$ cat config.mk
export PLATFORM = sky130hd
export DESIGN_NAME = instruction_fetch_queue_flat
export DESIGN_NICKNAME = d
export VERILOG_FILES = /design/src/rtl/fetch_pkg.sv /design/src/rtl/instruction_fetch_queue_if.sv /design/src/rtl/fetch_fifo.sv /design/src/rtl/instruction_fetch_queue.sv /design/src/flat_wrapper.sv
export SDC_FILE = /design/constraint.sdc
export NUM_CORES = 1
export LEC_CHECK = 0
export CORE_UTILIZATION = 45
export CTS_CLUSTER_DIAMETER = 120
export DETAILED_ROUTE_END_ITERATION = 12
export PLACE_DENSITY = 0.66
export SETUP_SLACK_MARGIN = 0.02
export SLEW_MARGIN = 10
export SYNTH_ARGS = -nofsm -noshare
export SYNTH_HDL_FRONTEND = slang
export SYNTH_SLANG_ARGS = --single-unit
export TNS_END_PERCENT = 10
$ cat constraint.sdc
create_clock -name clk -period 4.1 [get_ports clk]
set_input_delay 0.82 -clock clk [delete_from_list [all_inputs] [get_ports clk]]
set_output_delay 0.82 -clock clk [all_outputs]
set_load 0.005 [all_outputs]
$ cat src/rtl/fetch_pkg.sv
// rtl/fetch_pkg.sv - shared widths, depth default and the fetched-pair record
// Purpose: defaults for the fetch queue slice and the payload it stores.
// Contents: PC_WIDTH_DEF, INSTR_WIDTH_DEF, DEPTH_DEF, fetch_pair_t {pc, instr1, instr2}.
package fetch_pkg;

  localparam int PC_WIDTH_DEF    = 11;
  localparam int INSTR_WIDTH_DEF = 32;
  localparam int DEPTH_DEF       = 4;

  typedef struct packed {
    logic [PC_WIDTH_DEF-1:0]    pc;
    logic [INSTR_WIDTH_DEF-1:0] instr1;
    logic [INSTR_WIDTH_DEF-1:0] instr2;
  } fetch_pair_t;

endpackage

$ cat src/rtl/instruction_fetch_queue_if.sv
// rtl/instruction_fetch_queue_if.sv - instruction memory bus and output pair stream
// Purpose: bundles the imem request/response and the consumer handshake.
// Modports: master = fetch queue (drives imem_req/addr and out_*),
//           slave  = memory + consumer (drives imem_rdata1/2 and out_ready).
interface instruction_fetch_queue_if
  import fetch_pkg::*;
#(
  parameter int PC_WIDTH    = PC_WIDTH_DEF,
  parameter int INSTR_WIDTH = INSTR_WIDTH_DEF
);

  logic                   imem_req;
  logic [PC_WIDTH-1:0]    imem_addr;
  logic [INSTR_WIDTH-1:0] imem_rdata1;
  logic [INSTR_WIDTH-1:0] imem_rdata2;
  logic                   out_valid;
  logic                   out_ready;
  logic [INSTR_WIDTH-1:0] out_instr1;
  logic [INSTR_WIDTH-1:0] out_instr2;
  logic [PC_WIDTH-1:0]    out_pc;
  logic [PC_WIDTH-1:0]    out_pc_next;

  modport master (
    output imem_req, imem_addr,
    input  imem_rdata1, imem_rdata2,
    output out_valid, out_instr1, out_instr2, out_pc, out_pc_next,
    input  out_ready
  );

  modport slave (
    input  imem_req, imem_addr,
    output imem_rdata1, imem_rdata2,
    input  out_valid, out_instr1, out_instr2, out_pc, out_pc_next,
    output out_ready
  );

endinterface

$ cat src/rtl/fetch_fifo.sv
// rtl/fetch_fifo.sv - circular queue of fetched instruction pairs
// Purpose: DEPTH-entry FIFO with synchronous flush and an occupancy count.
// Ports: clk, rst_n (async, active-low), flush, push/push_data, pop,
//        head (entry at the read pointer), count (0..DEPTH).
module fetch_fifo
  import fetch_pkg::*;
#(
  parameter int  DEPTH     = DEPTH_DEF,
  parameter type payload_t = fetch_pair_t,
  localparam int AW        = $clog2(DEPTH)
) (
  input  logic     clk,
  input  logic     rst_n,
  input  logic     flush,
  input  logic     push,
  input  payload_t push_data,
  input  logic     pop,
  output payload_t head,
  output logic [AW:0] count
);

  logic [AW-1:0] wr_ptr;
  logic [AW-1:0] rd_ptr;
  payload_t      mem [DEPTH];
  logic          do_pop;
  logic          do_push;

  assign do_pop  = pop && (count != '0);
  // A push into a full queue is only legal when the head leaves at the same edge.
  assign do_push = push && ((count != (AW+1)'(DEPTH)) || do_pop);
  assign head    = mem[rd_ptr];

  always_ff @(posedge clk or negedge rst_n) begin
    if (!rst_n) begin
      wr_ptr <= '0;
      rd_ptr <= '0;
      count  <= '0;
    end else if (flush) begin
      wr_ptr <= '0;
      rd_ptr <= '0;
      count  <= '0;
    end else begin
      if (do_push) wr_ptr <= wr_ptr + AW'(1);
      if (do_pop)  rd_ptr <= rd_ptr + AW'(1);
      count <= count + (AW+1)'(do_push) - (AW+1)'(do_pop);
    end
  end

  // Storage carries no reset: nothing reads it while count is zero.
  always_ff @(posedge clk) begin
    if (do_push && !flush) mem[wr_ptr] <= push_data;
  end

endmodule

$ cat src/rtl/instruction_fetch_queue.sv
// rtl/instruction_fetch_queue.sv - paired instruction fetch with redirect and output queue
// Purpose: issues pair fetches (PC, PC+1), queues responses, presents them in order.
// Ports: clk, reset (async, active-low), fetch_enable, redirect_valid/redirect_pc,
//        bus (master): imem_req/imem_addr/imem_rdata1/2 and out_valid/out_ready/out_*.
module instruction_fetch_queue
  import fetch_pkg::*;
#(
  parameter int PC_WIDTH    = PC_WIDTH_DEF,
  parameter int INSTR_WIDTH = INSTR_WIDTH_DEF,
  parameter int DEPTH       = DEPTH_DEF,
  parameter logic [PC_WIDTH-1:0] RESET_PC = '0
) (
  input  logic                clk,
  input  logic                reset,
  input  logic                fetch_enable,
  input  logic                redirect_valid,
  input  logic [PC_WIDTH-1:0] redirect_pc,
  instruction_fetch_queue_if.master bus
);

  localparam int AW = $clog2(DEPTH);

  // Same layout as fetch_pair_t, sized to this instance's widths.
  typedef struct packed {
    logic [PC_WIDTH-1:0]    pc;
    logic [INSTR_WIDTH-1:0] instr1;
    logic [INSTR_WIDTH-1:0] instr2;
  } pair_t;

  logic [PC_WIDTH-1:0] fetch_pc;
  logic [PC_WIDTH-1:0] flight_pc;
  logic                in_flight;
  logic [AW:0]         count;
  logic                head_valid;
  logic                pop;
  logic                push;
  logic                issue;
  pair_t               head;
  pair_t               push_data;
  pair_t               shown;
  pair_t               shown_q;
  logic [PC_WIDTH-1:0] pc_next;
  logic [PC_WIDTH-1:0] pc_next_q;

  assign head_valid = (count != '0);
  // A redirect discards both the pop and the arriving response.
  assign pop  = head_valid && bus.out_ready && !redirect_valid;
  assign push = in_flight && !redirect_valid;

  // Credit check counts the slot freed by this cycle's pop, so a full queue
  // being drained keeps fetching back to back.
  assign issue = reset && fetch_enable && !redirect_valid &&
                 ((int'(count) + int'(in_flight) - int'(pop)) < DEPTH);

  assign push_data = '{pc: flight_pc, instr1: bus.imem_rdata1, instr2: bus.imem_rdata2};

  fetch_fifo #(
    .DEPTH     (DEPTH),
    .payload_t (pair_t)
  ) u_fifo (
    .clk       (clk),
    .rst_n     (reset),
    .flush     (redirect_valid),
    .push      (push),
    .push_data (push_data),
    .pop       (pop),
    .head      (head),
    .count     (count)
  );

  always_ff @(posedge clk or negedge reset) begin
    if (!reset) begin
      fetch_pc  <= RESET_PC;
      flight_pc <= '0;
      in_flight <= 1'b0;
    end else if (redirect_valid) begin
      // Clearing in_flight is the kill: the pending response is never pushed.
      fetch_pc  <= redirect_pc;
      in_flight <= 1'b0;
    end else begin
      in_flight <= issue;
      if (issue) begin
        flight_pc <= fetch_pc;
        fetch_pc  <= fetch_pc + PC_WIDTH'(2);
      end
    end
  end

  // While empty the outputs keep showing the last presented pair.
  assign shown   = head_valid ? head : shown_q;
  assign pc_next = head_valid ? head.pc + PC_WIDTH'(2) : pc_next_q;

  always_ff @(posedge clk or negedge reset) begin
    if (!reset) begin
      shown_q   <= '0;
      pc_next_q <= '0;
    end else begin
      shown_q   <= shown;
      pc_next_q <= pc_next;
    end
  end

  assign bus.imem_req    = issue;
  assign bus.imem_addr   = fetch_pc;
  assign bus.out_valid   = head_valid;
  assign bus.out_instr1  = shown.instr1;
  assign bus.out_instr2  = shown.instr2;
  assign bus.out_pc      = shown.pc;
  assign bus.out_pc_next = pc_next;

endmodule

$ cat src/flat_wrapper.sv
// flat-port wrapper written by rule: the top's interface ports become plain ports
module instruction_fetch_queue_flat import fetch_pkg::*;
#(
  parameter int PC_WIDTH    = PC_WIDTH_DEF,
  parameter int INSTR_WIDTH = INSTR_WIDTH_DEF,
  parameter int DEPTH       = DEPTH_DEF,
  parameter logic [PC_WIDTH-1:0] RESET_PC = '0
)
  (clk, reset, fetch_enable, redirect_valid, redirect_pc, bus_imem_req, bus_imem_addr, bus_imem_rdata1, bus_imem_rdata2, bus_out_valid, bus_out_instr1, bus_out_instr2, bus_out_pc, bus_out_pc_next, bus_out_ready);
  instruction_fetch_queue_if #(.PC_WIDTH(PC_WIDTH), .INSTR_WIDTH(INSTR_WIDTH)) bus_i ();
  input  logic clk;
  input  logic reset;
  input  logic fetch_enable;
  input  logic redirect_valid;
  input  logic [PC_WIDTH-1:0] redirect_pc;
  output wire logic [$bits(bus_i.imem_req)-1:0] bus_imem_req;
  output wire logic [$bits(bus_i.imem_addr)-1:0] bus_imem_addr;
  input wire logic [$bits(bus_i.imem_rdata1)-1:0] bus_imem_rdata1;
  input wire logic [$bits(bus_i.imem_rdata2)-1:0] bus_imem_rdata2;
  output wire logic [$bits(bus_i.out_valid)-1:0] bus_out_valid;
  output wire logic [$bits(bus_i.out_instr1)-1:0] bus_out_instr1;
  output wire logic [$bits(bus_i.out_instr2)-1:0] bus_out_instr2;
  output wire logic [$bits(bus_i.out_pc)-1:0] bus_out_pc;
  output wire logic [$bits(bus_i.out_pc_next)-1:0] bus_out_pc_next;
  input wire logic [$bits(bus_i.out_ready)-1:0] bus_out_ready;
  assign bus_imem_req = bus_i.imem_req;
  assign bus_imem_addr = bus_i.imem_addr;
  assign bus_i.imem_rdata1 = bus_imem_rdata1;
  assign bus_i.imem_rdata2 = bus_imem_rdata2;
  assign bus_out_valid = bus_i.out_valid;
  assign bus_out_instr1 = bus_i.out_instr1;
  assign bus_out_instr2 = bus_i.out_instr2;
  assign bus_out_pc = bus_i.out_pc;
  assign bus_out_pc_next = bus_i.out_pc_next;
  assign bus_i.out_ready = bus_out_ready;
  instruction_fetch_queue #(.PC_WIDTH(PC_WIDTH), .INSTR_WIDTH(INSTR_WIDTH), .DEPTH(DEPTH), .RESET_PC(RESET_PC)) u_core (.clk(clk), .reset(reset), .fetch_enable(fetch_enable), .redirect_valid(redirect_valid), .redirect_pc(redirect_pc), .bus(bus_i));
endmodule
==> results.md, run 1 <==
* Status: finished clean
* Initial DRC count at 405
* Metal3 WL at about 1600 µm
* Slew HR at 0.274
* Fmax at roughly 260 MHz
* Die width at 189 µm
* Global-route wire length before repair at 48,900 µm
* H-tree Lvls at 2
* Synthesized cell area at 0.0158 mm²
* Routed WL at 31,300 µm
* Share of the synthesized area in the top cell type at 0.571
* Dpl hpwl at approximately 18,000 µm
* Max-slew violations at 0
* Crit Path Category: reg2out
* Post-Route M1 WL at 13,100 µm
* Sequential area share after synthesis at 0.755
* Placed Instances at 1,538
* Clock Skew at 0.0161 ns
* Clock Sinks at about 420
* Post-DRT Antenna Nets at 0
* Main flop type after synthesis: edfxtp_1
* Vert. Die Dim at 189 µm
* Layout Nets at between 1,000 and 1,500
* Clock transition at path regs at 0.06 ns
* Syn avg cell area at between 15 and 20 µm²
* Cell count after synthesis at approximately 930
* CP required at ~3.3 ns
* Power per standard cell area at approximately 660 mW/mm²
* Asr flop ratio synth at 0.279
* Element type at the critical path end: output port
* Dominant cell type by area after synthesis: edfxtp_1
* Leading cell type by number of instances after synthesis: edfxtp_1
* Maximum root-to-sink buffer count at 3
* P_leak at roughly 0.007 µW
* CTS tree: done
* WL per Instance at roughly 19 µm
* Area grow syn2layout at 24.5%
* # diodes at 0
* Top post-synthesis cells by count: edfxtp_1 (300), nand2_1 (254), dfrtp_1 (116)
* I/O Buffers at about 180
* Die Footprint at between 0.03 and 0.04 mm²
* Clk_lat worst skew at about 0.54 ns
* FP Rows at between 60 and 70
* Syn_nets at between 1,000 and 1,500
* Highest Signal Layer: met4
* Crit share post-route at 0.947
* Met2 wire length at 15,900 µm
* RSZ-0062 raised after global routing: yes
* Max Cap Viol at 0
* Antenna violations before repair at 0
* Warnings from Yosys at 0
* Starting Density at 0.457
* Final Hold Vio Count at 0
* Final Setup Violations at 0
* EDFF count, synth at 300
* Crit-path max FO at 2
* Hold/Removal Path Class: reg2reg
* Largest net degree at the start of global routing at just over 90
* Total gr overflow at 0
* Final setup TNS at 0 ns
* IO Pins at approximately 180
* #FFs+latches synth at about 420
* Vias/cell at roughly 5.1
* Core area at between 0.03 and 0.04 mm²
* CP Data Arrival Time at around 3.1 ns
* Share of layout cells above drive strength 1 at 0.157
* Total Routing Usage GR at 0.180
* Initial DRT Pass Iterations at 4
* CTS Root Cell: clkbuf_16
* DR DRC count at 0
* Vias at between 8,000 and 9,000
* Num CTS Buffers at 44
* Layout Cells excl Fill at 1,627
* Vias in the first global route at slightly below 9,000
* Leading post-synthesis cells by cell area: edfxtp_1 (57%), dfrtp_1 (18%), mux4_2 (11%)
* Peak supply drop at ~0.48 mV
* Worst slew pin tran at roughly 1.1 ns
* Startpoint Class: flop
* Min Tclk post-route at between 3 and 4 ns
* Global placer's final weighted congestion at ~0.76
* Yosys cell types at between 40 and 50
[final cells by class]
class,instances,area (µm²)
Multi-Input combinational cell,453,3650
Inverter,14,53.8
Sequential cell,416,11900
Tap cell,455,569
Fill cell,2732,14900
Clock buffer,69,1250
Timing Repair Buffer,207,2060
Clock inverter,13,149
[sequential cells by signal (all words and copies together) (netlist names)]
name	cells
u_core.u_fifo.mem	300
u_core.shown_q	75
u_core.bus.imem_addr	11
u_core.flight_pc	11
u_core.pc_next_q	11
u_core.u_fifo.count	3
u_core.u_fifo.rd_ptr	2
u_core.u_fifo.wr_ptr	2
u_core.in_flight	1
[path summary, 6_finish.rpt]
path	startpoint	end	slack, ns	depth (start not counted)
hold / removal	u_core.shown_q[36]	u_core.shown_q[36]	0.46	2
hold reg to reg	u_core.shown_q[36]	u_core.shown_q[36]	0.46	2
setup reg to reg	u_core.u_fifo.count[0]	u_core.flight_pc[3]	1.15	12
max in group asynchronous	reset	u_core.u_fifo.rd_ptr[0]	2.10	3
min in group asynchronous	reset	u_core.shown_q[61]	0.50	2
setup / recovery	u_core.u_fifo.count[0]	bus_imem_req	0.22	11
[worst max-delay path, stage by stage, from the launching register on]
cell and delay, ns:
dfrtp_2 0.40, ha_1 0.21, ha_1 0.27, nor2_1 0.10, and4_1 0.21, nor2b_1 0.14
ha_1 0.24, nand4b_1 0.13, nor2_1 0.05, mux2_4 0.27, or2_1 0.24, dlygate4sd2_1 0.26
[through the flow]
step | setup slack, ns | instance area, µm² | hold slack, ns | total power [µW] | util
after detailed placement | 0.152 | 18200 | 0.451 | 9360 | 0.527
after global routing | 0.0186 | 19700 | 0.475 | 13700 | 0.569
final | 0.218 | 19700 | 0.460 | 13000 | 0.569
after CTS | 0.112 | 19600 | 0.464 | 13200 | 0.568
after floorplan | 0.306 | 15800 | 0.455 | 7260 | -
after global placement | 0.191 | 18200 | 0.443 | 9300 | 0.527
[report_power, final]
group          switching (µW)  internal [µW]
Sequential                255           5160
Combinational            1770           2040
Clock                    1540           2280
Total                    3570           9470
[cell families (layout without fill, tap and decap cells)]
group / count (synthesis) / count (layout) / synth area share
AOI/OAI and AO/OA: 34 / 34 / 0.0144
xor gates and xnor gates: 12 / 12 / 0.00666
adders and majority gates: 12 / 12 / 0.00999
buffers and inverters: 57 / 303 / 0.0153
DFF: 416 / 416 / 0.755
muxes: 88 / 88 / 0.119
and+or+nand+nor: 307 / 307 / 0.0805
[metal layers]
layer	vias up	track usage
met5	-	0
met4	0	0.0586
met3	51	0.0328
met2	185	0.308
met1	4262	0.231
li1	3870	-
[cells in the final DEF, fill, tap and decap left out, types with 4 or more instances in the layout]
master	netlist	layout
edfxtp_1	300	300
nand2_1	254	254
clkdlybuf4s50_1	0	176
dfrtp_1	116	113
mux4_2	75	75
clkbuf_16	0	45
buf_4	2	24
clkbuf_1	23	21
inv_1	13	13
nor2_1	12	12
ha_1	11	11
xor2_1	10	10
o21ai_0	10	10
mux2_4	10	10
o22ai_1	7	7
o311ai_1	7	7
nand3_1	6	6
nor2b_1	5	5
buf_12	0	5
and4_1	4	4
and2_1	8	4
nand4_1	4	4
and2_4	0	4
clkinv_2	0	4
[what timing repair did]
| item | 4_1_cts | 5_1_grt |
|---|---|---|
| hold buffers | 0 | 0 |
| setup endpoints to repair | 1 | 2 |
| setup buffers | 2 | 5 |
| pin swaps | 1 | 0 |
| gates resized for setup | 2 | 0 |
(Power assumes the default switching activity.)
==> inputs of run 2 (changes only) <==
CORE_MARGIN = 5   (was not set)
==> run 2 against run 1 <==
  * First-iteration DRC count decreased by 8.9%
  * Register-to-register slack improved by 0.05 ns
  * Sequential power about the same
  * Cell count decreased by 0.37%
  * Largest power group unchanged
  * Fmax decreased by 0.60%
  * Core utilization decreased by 0.14 points
  * Count of clock-buffer cells in the layout decreased by 1
==> results.md, run 2 (synthesized netlist as in run 1, its figures left out) <==
* Core area at 0.0346 mm² (+0.25%)
* Net Switching at 3600 µW (+0.85%)
* DR DRC count at 0 (unchanged)
* Status: finished clean
* RSZ-0062 raised after global routing: no
* Clock transition at path regs at 0.06 ns (about the same)
* Peak supply drop at 0.522 mV (+9.9%)
* Registers with the most flip-flops: u_core.u_fifo.mem x300, u_core.shown_q x75
* I/O Buffers at 178 (unchanged)
* Largest register FFs at 300 (unchanged)
* CTS Root Cell: clkbuf_16
* Starting Density at 0.456 (-0.00112)
* CP required at 3.28 ns (about the same)
* Slew HR at 0.272 (-0.00198)
* Die Footprint at 0.0389 mm² (+8.6%)
* Min Tclk post-route at 3.91 ns (+0.0232 ns)
* Initial DRC count at 369 (-8.9%)
* Power per standard cell area at 667 mW/mm² (+0.46%)
* Total Routing Usage GR at 0.166 (-0.0139)
* Sequential group share of total power at 0.414 (about the same)
* Clock Sinks at 416 (unchanged)
* Global-route wire length before repair at 50,600 µm (+3.5%)
* WL per Instance at 19.8 µm (+2.8%)
* Post-CTS Hold Buffers at 0 (unchanged)
* Core Util, Final at 0.567 (-0.00140)
* Final setup TNS at 0 ns (unchanged)
* Hold/Removal Path Class: in2async
* Most frequent cells in the layout: edfxtp_1 (300), nand2_1 (254), clkdlybuf4s50_1 (176)
* Max Cap Viol at 0 (unchanged)
* IO Pins at 179 (unchanged)
* Share of layout cells above drive strength 1 at 0.160 (+0.00338)
* Maximum root-to-sink buffer count at 3 (unchanged)
* Final Power at 13,100 µW (+0.46%)
* Placed Instances at 1,539 (+0.065%)
* Crit-path max FO at 10 (+8)
* Crit share post-route at 0.953 (+0.00567)
* Internal power consumption at 9500 µW (+0.31%)
* Largest net degree at the start of global routing at 84 (-8.7%)
* Vias in the first global route at 8,870 (+1.7%)
* Area grow syn2layout at 24.5% (unchanged)
* Initial DRT Pass Iterations at 5 (+1)
* Biggest register: u_core.u_fifo.mem
* FP Rows at 68 (unchanged)
* CP Data Arrival Time at 3.09 ns (+0.03 ns)
* P_leak at 0.00723 µW (+0.37%)
* Layout Cells excl Fill at 1,621 (-0.37%)
* Element type at the critical path end: output port
* Die width at 197 µm (+4.2%)
* Global placer's final weighted congestion at 0.781 (+2.4%)
* Part of the power in combinational logic at 0.291 (about the same)
* Final Setup Violations at 0 (unchanged)
* # diodes at 0 (unchanged)
* Vias at 8,328 (-0.48%)
* Startpoint Class: flop
* Antenna violations before repair at 1 (+1)
* Clock power share at 0.295 (+0.002)
* Final Hold Vio Count at 0 (unchanged)
* Routed WL at 32,000 µm (+2.4%)
* Vert. Die Dim at 197 µm (+4.2%)
* Leading cell type in the layout, fill and taps excluded: edfxtp_1
* Switching share of power at 0.274 (+0.00107)
* Filler cell count at 2,689 (-1.6%)
* Fmax at 256 MHz (-0.60%)
* Crit Path Category: reg2out
* Vias/cell at 5.14 (-0.11%)
* Worst slew pin tran at 1.09 ns (+0.00296 ns)
* CP Cell Sequence: mux4_2, ha_1, and2_1, nand4_1, xor2_1, o21ai_0, clkdlybuf4s50_1
* CTS tree: done
* Num CTS Buffers at 44 (unchanged)
* Post-DRT Antenna Nets at 0 (unchanged)
* Dpl hpwl at 19,200 µm (+7.5%)
* Total gr overflow at 0 (unchanged)
* H-tree Lvls at 2 (unchanged)
* Slowest CP cell: mux4_2
* Clk_lat worst skew at 0.53 ns (about the same)
* Max-slew violations at 0 (unchanged)
* Crit path largest cell delay at 0.60 ns (+0.20 ns)
* Clock Skew at 0.00891 ns (-0.00714 ns)
* Layout Nets at 1,224 (-0.33%)
==> run 2: metrics by stage <==
step | cell area, µm² | hold slack [ns] | setup WS, ns
6_report | 19700 | 0.167 | 0.195
3_5_place_dp | 18200 | 0.452 | 0.139
4_1_cts | 19600 | 0.155 | 0.0292
2_1_floorplan | 15800 | 0.455 | 0.306
5_1_grt | 19700 | 0.165 | 0.0247
3_3_place_gp | 18200 | 0.446 | 0.184
==> run 2: area by class of cell <==
| class | instances | area, µm² | share of cell area |
|---|---|---|---|
| Multi-Input combinational cell | 453 | 3650 | 0.186 |
| Clock buffer | 68 | 1310 | 0.0668 |
| Tap cell | 455 | 569 | 0.0290 |
| Sequential cell | 416 | 11900 | 0.607 |
| Clock inverter | 12 | 115 | 0.00586 |
| Timing Repair Buffer | 203 | 2030 | 0.103 |
| Inverter | 14 | 53.8 | 0.00274 |
==> run 2: path summary, 6_finish.rpt <==
path	from	to	slack, ns	depth (start not counted)
setup / recovery	u_core.u_fifo.rd_ptr[0]	bus_out_pc_next[7]	0.19	7
hold / removal	reset	u_core.shown_q[59]	0.17	1
setup reg to reg	u_core.u_fifo.count[0]	u_core.flight_pc[3]	1.20	12
hold reg to reg	u_core.shown_q[19]	u_core.shown_q[19]	0.46	2
max in group asynchronous	reset	u_core.shown_q[19]	2.93	2
min in group clk	u_core.shown_q[19]	u_core.shown_q[19]	0.46	2
==> run 2: power groups by stage <==
stage	sequential, µW	combinational (µW)	clock, µW
6_report	5420	3820	3860
5_1_grt	5490	4230	4140
4_1_cts	5430	3910	3960
3_5_place_dp	5520	3890	0
3_3_place_gp	5490	3850	0
2_1_floorplan	5400	1860	0
==> run 2: timing repair <==
action / in CTS / in global routing
setup buffers: 2 / 0
gates resized for setup: 0 / 3
endpoints found under the setup margin: 1 / 51
pin swaps: 1 / 0
==> run 2: critical path: cells and delay by family (launching register included) <==
kind	cells	cell delay, ns
AO/OA/AOI/OAI	1	0.26
XOR/XNOR	1	0.07
adder cells (fa/ha/maj)	1	0.23
buffers and inverters	1	0.57
flip-flops	1	0.54
multiplexers	1	0.60
AND/OR/NAND/NOR	2	0.28
==> run 2: metal layers <==
layer | vias to the layer above | track usage | part of all wire
li1 | 3856 | - | -
met1 | 4238 | 0.227 | 0.44
met2 | 190 | 0.276 | 0.50
met3 | 42 | 0.0367 | 0.051
met4 | 2 | 0.0380 | 0.015
met5 | - | 0 | 0.00034
